<file path="config.mk">
export PLATFORM = sky130hd
export DESIGN_NAME = mdr_sequencer
export DESIGN_NICKNAME = d
export VERILOG_FILES = /design/src/rtl/mdr_sequencer.sv
export SDC_FILE = /design/constraint.sdc
export NUM_CORES = 1
export LEC_CHECK = 0
export CORE_MARGIN = 3
export CORE_UTILIZATION = 44
export DETAILED_ROUTE_END_ITERATION = 8
export GPL_TIMING_DRIVEN = 0
export PLACE_DENSITY = 0.89
export SYNTH_ARGS = -nofsm -noshare
export SYNTH_HDL_FRONTEND = slang
export SYNTH_SLANG_ARGS = --single-unit
</file>
<file path="constraint.sdc">
create_clock -name clk -period 2.7 [get_ports clk]
set_input_delay 0.54 -clock clk [delete_from_list [all_inputs] [get_ports clk]]
set_output_delay 0.54 -clock clk [all_outputs]
set_load 0.01 [all_outputs]
</file>
<file path="src/rtl/mdr_sequencer.sv">
// Operation sequencer for external multiply/divide/root units: captures a request,
// launches the selected unit, waits for its completion or a timeout, and reports the result.
module mdr_sequencer #(
  parameter int unsigned DW      = 16,
  parameter int unsigned TIMEOUT = 255
) (
  input  logic          clk,
  input  logic          rst,
  input  logic          i_start,
  input  logic [1:0]    i_op,
  input  logic [DW-1:0] i_dataX,
  input  logic [DW-1:0] i_dataY,
  input  logic          i_mult_done,
  input  logic          i_div_done,
  input  logic          i_root_done,
  input  logic [DW-1:0] i_mult_product,
  input  logic [DW-1:0] i_div_quot,
  input  logic [DW-1:0] i_div_rem,
  input  logic [DW-1:0] i_root_quot,
  input  logic [DW-1:0] i_root_rem,
  output logic          o_mult_enable,
  output logic          o_div_enable,
  output logic          o_root_enable,
  output logic [DW-1:0] o_opX,
  output logic [DW-1:0] o_opY,
  output logic          o_busy,
  output logic          o_done,
  output logic [DW-1:0] o_result,
  output logic [DW-1:0] o_remainder,
  output logic          o_error
);

  typedef enum logic [1:0] {IDLE, LAUNCH, WAIT, DONE} state_t;
  typedef enum logic [1:0] {OP_MUL, OP_DIV, OP_ROOT, OP_ILL} op_t;

  localparam logic [7:0] TO = 8'(TIMEOUT);

  state_t     state;
  op_t        op_q;
  logic [7:0] cnt;
  logic       sel_done;

  always_comb begin
    sel_done = 1'b0;
    case (op_q)
      OP_MUL:  sel_done = i_mult_done;
      OP_DIV:  sel_done = i_div_done;
      OP_ROOT: sel_done = i_root_done;
      default: sel_done = 1'b0;
    endcase
  end

  // Outputs are registered on the transition into the state that owns them,
  // so enables are high exactly during LAUNCH and o_done exactly during DONE.
  always_ff @(posedge clk or negedge rst) begin
    if (!rst) begin
      state         <= IDLE;
      op_q          <= OP_MUL;
      cnt           <= '0;
      o_mult_enable <= 1'b0;
      o_div_enable  <= 1'b0;
      o_root_enable <= 1'b0;
      o_opX         <= '0;
      o_opY         <= '0;
      o_busy        <= 1'b0;
      o_done        <= 1'b0;
      o_result      <= '0;
      o_remainder   <= '0;
      o_error       <= 1'b0;
    end else begin
      case (state)
        IDLE: begin
          if (i_start) begin
            o_opX   <= i_dataX;
            o_opY   <= i_dataY;
            op_q    <= op_t'(i_op);
            o_error <= 1'b0;
            o_busy  <= 1'b1;
            if (i_op == 2'b11 || (i_op == 2'b01 && i_dataY == '0)) begin
              state       <= DONE;
              o_done      <= 1'b1;
              o_error     <= 1'b1;
              o_result    <= '0;
              o_remainder <= '0;
            end else begin
              state         <= LAUNCH;
              o_mult_enable <= (i_op == 2'b00);
              o_div_enable  <= (i_op == 2'b01);
              o_root_enable <= (i_op == 2'b10);
            end
          end
        end
        LAUNCH: begin
          o_mult_enable <= 1'b0;
          o_div_enable  <= 1'b0;
          o_root_enable <= 1'b0;
          cnt           <= '0;
          state         <= WAIT;
        end
        WAIT: begin
          if (sel_done) begin
            state    <= DONE;
            o_done   <= 1'b1;
            o_result <= (op_q == OP_MUL) ? i_mult_product :
                        (op_q == OP_DIV) ? i_div_quot : i_root_quot;
            o_remainder <= (op_q == OP_MUL) ? '0 :
                           (op_q == OP_DIV) ? i_div_rem : i_root_rem;
          end else begin
            // Abort on the WAIT cycle in which the count reaches TIMEOUT.
            cnt <= cnt + 8'd1;
            if (cnt + 8'd1 == TO) begin
              state       <= DONE;
              o_done      <= 1'b1;
              o_error     <= 1'b1;
              o_result    <= '0;
              o_remainder <= '0;
            end
          end
        end
        DONE: begin
          o_done <= 1'b0;
          o_busy <= 1'b0;
          state  <= IDLE;
        end
        default: state <= IDLE;
      endcase
    end
  end

endmodule

</file>
Word level (Yosys, flattened, before mapping) --
Index checks and enable logic that the tools add are counted.
Cells by class: add/sub/neg operators 1, eq/ne operators 15, multiplexer cells 39, reduce and logical (&&, ||, !) cells 19
Operators with widths (count):
- 16-bit 2-to-1 mux | 9
- 16-bit case mux with 2 select lines | 2
- 16-bit logical NOT | 1
- 8-bit case mux with 2 select lines | 1
- 1-bit 2-to-1 mux | 14
- 4-bit AND reduction | 3
- 2-bit == test, second input constant | 5
- 2-bit inequality test, second input constant | 5
- 1-bit case mux with 2 select lines | 5
- 8-bit by 1-bit adder with 8-bit output, second input constant | 1
- 8-bit == test, second input constant | 1
- 2-bit 2-to-1 mux | 4
- 8-bit 2-to-1 mux | 1
- 2-bit case mux with 4 select lines | 1
- 2-bit AND reduction | 4
- 2-bit nonzero test | 4
- 2-bit by 1-bit == test with 1-bit output, second input constant | 3
- 2-bit logical NOT | 3
- 1-bit case mux with 3 select lines | 2
- 3-bit inequality test, second input constant | 1
- 3-bit AND reduction | 1
- 3-bit nonzero test | 1
- 1-bit logical AND | 1
- 1-bit logical OR | 1
Storage, ports and cells: register bits 82, input bits 120, output and inout port bits 70, word-level logic and storage cells 87

Longest topological paths before layout --
depth in word-level cells 6, depth in mapped cells 10, gate-level depth less buffers 7

Worst setup path before layout --
Ideal clock, no wire load.
path type register to register, start register cnt[1], end register o_remainder[10], library setup time 120 ps, arrival 1774 ps, required time 2580 ps, slack 805 ps, cell stages (with the launch flop) 9, clock period less this slack 1895 ps, cells stage by stage dfrtp_1 -> ha_1 -> clkbuf_1 -> a21oi_1 -> o211ai_1 -> a32o_2 -> o21ai_4 -> clkbuf_4 -> o21ai_2
On the way: longest elaborated chain between the ends 4
RTL lines:
- from (decl) | line 40 | logic [7:0] cnt;
- from (signal assigned) | line 110 | cnt <= cnt + 8'd1;
- 8-bit by 1-bit adder with 8-bit output | line 111 | if (cnt + 8'd1 == TO) begin
- 8-bit == test | line 111
- 3-bit inequality test (no line)
- 4-bit AND reduction (no line)
- to (signal assigned) | line 106 | o_remainder <= (op_q == OP_MUL) ? '0 :
- to (decl) | line 29 | output logic [DW-1:0] o_remainder,
No other way between the ends. A chain may end at the register's enable or synchronous reset.

Worst setup path after layout --
start input port i_dataY[13], end register o_result[10]
On the way: longest elaborated chain between the ends 5
RTL lines:
- from (decl) | line 12 | input logic [DW-1:0] i_dataY,
- 16-bit logical NOT | line 79 | if (i_op == 2'b11 || (i_op == 2'b01 && i_dataY == '0)) begin
- 1-bit logical AND | line 79
- 1-bit logical OR | line 79
- 2-bit inequality test (no line)
- 4-bit AND reduction (no line)
- to (signal assigned) | line 104 | o_result <= (op_q == OP_MUL) ? i_mult_product :
- to (decl) | line 28 | output logic [DW-1:0] o_result,
No other way between the ends.

==> results.md <==
* Outcome: completed
* Core ar. at 10400 um^2
* Final WL at 14.2 mm
* P_leak at 2.85 nW
* Clock root cell: clkbuf_8
* Post-synthesis mux area share at 0.117
* First-pass GRT wire length at 22.3 mm
* Rows at 37
* Largest net degree at the start of global routing at 45
* CTS tree: yes
* GRT Util Overall at 0.237
* Dpl cell area at 6800 um^2
* RSZ-0062 raised after global routing: no
* Reg-to-reg startpoint: state[0]$_DFFE_PN0P_
* Area Growth Syn to Fin at 48.5%
* Final Max Tran Viols at 0
* Register-to-register setup slack at 0.45 ns
* Slowest stage delay, CP at 0.51 ns
* Slew @ Worst Pin at 0.579 ns
* Post-synthesis sequential area ratio at 0.436
* Async set or reset register ratio after synthesis at 1.00
* Critical path, cell by cell: clkdlybuf4s50_1 -> nor4_1 -> a41o_1 -> buf_4 -> and4bb_1 -> buf_4 -> buf_6 -> a21oi_2 -> o21ai_2
* Distinct cells, synth at 55
* Syn nets at 583
* Fin area at 6990 um^2
* H-Tree Depth at 3
* Iter 0 DRT Violations at 206
* Post-route minimum period at 2.35 ns
* Synthesized cell area at 4710 um^2
* Critical Path Start: i_dataY[13]
* WL/cell at 17.7 um
* Final-stage net count at 784
* VDD IR max at 0.652 mV
* PwrDens at 1040 nW/um^2
* Routed vias/inst at 5.52
* CP max stage cell: nor4_1
* Most used cell, CP: buf_4
* Routed Antenna Nets at 0
* Maximum clock frequency at 0.426 GHz
* Synth Area in Compound Gates at 0.270
* Adder-Cell Fraction of Synth Area at 0.0159
* Post-Synth Simple-Gate Area at 0.0699
* Utilization after layout at 0.674
* Share of layout cells above drive strength 1 at 0.205
* Antenna violations before repair at 0
* Flops & latches, synth at 82
* Number of remaining DRC errors at 0
* Total Neg Setup Slack at 0 ns
* Top-Level Pins at 190
* Synth Area per Inst at 10.3 um^2
* Placer Congestion at 0.815
* Pre-CTS setup slack at 0.0778 ns
* # resized after CTS at 0
* Worst reg2reg endpoint: o_result[1]$_DFFE_PN0P_
* FF-to-FF path depth at 9
* Die Area at 12000 um^2
* Max FO, Critical Path at 10
* EDFF count, synth at 0
* Ant diodes at 0
* DRT Pass-1 Iters at 5
* Number of global-route vias before repair at 4505
* Ys Warns at 0
* Hold Vio Cnt, Final at 0
* Post-synthesis xor/xnor area fraction at 0.0130
* Hold/Removal Path Class: in2async
* Crit path required time at 2.98 ns
* CP arrival at 2.63 ns
* Final worst slack at 0.354 ns
* Worst setup endpoint: o_result[10]$_DFFE_PN0P_
* CTS Hold Buffers Added at 0
* CP Launch Type: input pin
* Critical path class: in2reg
* DIE HEIGHT at 109 um
* Hold Slack at 0.155 ns
* # setup viols final at 0
* # Post-CTS Setup Buffers at 0
* Die X at 109 um
* Dominant synthesized flop cell: dfrtp_1
* Via count at 4410
* Kind of end point of the critical path: register
* Max-Cap Viols at 0
* Num CTS Buffers at 9
* Clk Latency, worst-skew pair at 0.36 ns
* Largest family of logic cells by synthesized area: compound AO/OA/AOI/OAI gates
* Clock Pin Slew Worst Setup and Hold Paths at 0.08 ns
* Grt ovf at 0
* Slew margin rel. at 0.614
* Detailed-placement wirelength estimate at 10.9 mm
* CTS sink cnt at 82
* IO Port Bufs at 189
* Initial core utilization at 0.454
* Synth Instances at 457
* Clock buffer depth at 2
* Final Skew at 0.0151 ns
* Final period utilization at 0.869
-- worst min-delay path by stage --
stage,to,slack [ns],cells past startpoint
global route,o_opX[13]$_DFFE_PN0P_,0.17,1
floorplan,cnt[0]$_DFFE_PN0P_,0.24,0
CTS,o_opX[13]$_DFFE_PN0P_,0.17,1
global placement,o_div_enable$_DFFE_PN0P_,0.48,1
finish,o_opX[13]$_DFFE_PN0P_,0.16,1
detailed placement,o_mult_enable$_DFFE_PN0P_,0.49,1
-- area by class of cell --
class	instances	area, um^2
multi-input cells	295	2290
fillers	791	3380
well taps	136	170
clock inverters	4	51.3
flip-flops and latches	82	2050
clock buffers	12	145
inverters	40	150
plain buffers	40	220
repair buffers	190	1920
-- synthesized netlist by cell type, types with 3 or more instances --
master,count,area (um^2)
nand3_1,3,15.0
a21oi_1,7,35.0
buf_6,5,56.3
a31oi_1,33,206
buf_2,10,50.1
clkbuf_1,16,60.1
mux2_2,33,372
dfrtp_1,82,2050
nor3_1,3,15.0
xor2_1,5,43.8
nand2_1,34,128
nand4_1,4,25.0
o21ai_2,30,263
clkbuf_4,3,22.5
a21oi_2,30,263
o21ai_0,23,115
o22ai_1,5,31.3
nor4_1,4,25.0
inv_1,40,150
buf_1,3,11.3
ha_1,6,75.1
mux2i_1,18,180
a22o_1,18,158
-- per-stage QoR --
stage | power [mW] | std cells
6_report | 7.26 | 799
3_3_place_gp | 6.17 | 782
3_5_place_dp | 6.35 | 783
4_1_cts | 7.28 | 799
2_1_floorplan | 4.50 | 457
5_1_grt | 7.75 | 799
-- cells in the final DEF (no fill, tap or decap), drive strengths merged, types with 5 or more instances in the layout --
| cell | n |
|---|---|
| a31oi | 33 |
| nand2 | 34 |
| clkbuf | 32 |
| mux2 | 33 |
| xor2 | 5 |
| buf | 22 |
| clkdlybuf4s50 | 188 |
| o22ai | 5 |
| a22o | 18 |
| mux2i | 18 |
| dfrtp | 82 |
| inv | 40 |
| o21ai | 54 |
| ha | 6 |
| a21oi | 37 |
-- worst max-delay path, delay by kind of cell --
family | cells | cell delay (ns)
AO/OA/AOI/OAI | 3 | 0.40
buffers and inverters | 4 | 0.94
AND/OR/NAND/NOR | 2 | 0.73
-- metal layers --
layer	track usage	up-vias	part of all wire
met5	0	-	0
met4	0.0926	0	0.020
met3	0.0763	20	0.099
met2	0.401	210	0.50
met1	0.280	2138	0.38
li1	-	2042	-
-- kinds of logic after synthesis --
| kind of cell | Yosys count |
|---|---|
| adder cells (fa/ha/maj) | 6 |
| XOR/XNOR | 7 |
| AO/OA/AOI/OAI | 167 |
| buffers and inverters | 80 |
| multiplexers | 51 |
| AND/OR/NAND/NOR | 64 |
| flip-flops | 82 |
-- state kept, by name (all words and copies together) (netlist names) --
register	cells
o_remainder	16
o_result	16
o_done	1
o_div_enable	1
o_opY	16
o_mult_enable	1
o_error	1
cnt	8
state	2
o_busy	1
o_root_enable	1
op_q	2
o_opX	16
-- where the power goes --
part / internal [mW] / leakage, nW / switching (mW)
clock: 0.454 / 0.0966 / 0.465
sequential: 1.77 / 1.04 / 0.316
combinational: 2.05 / 1.71 / 2.20
Power figures use the tool's default switching activity.
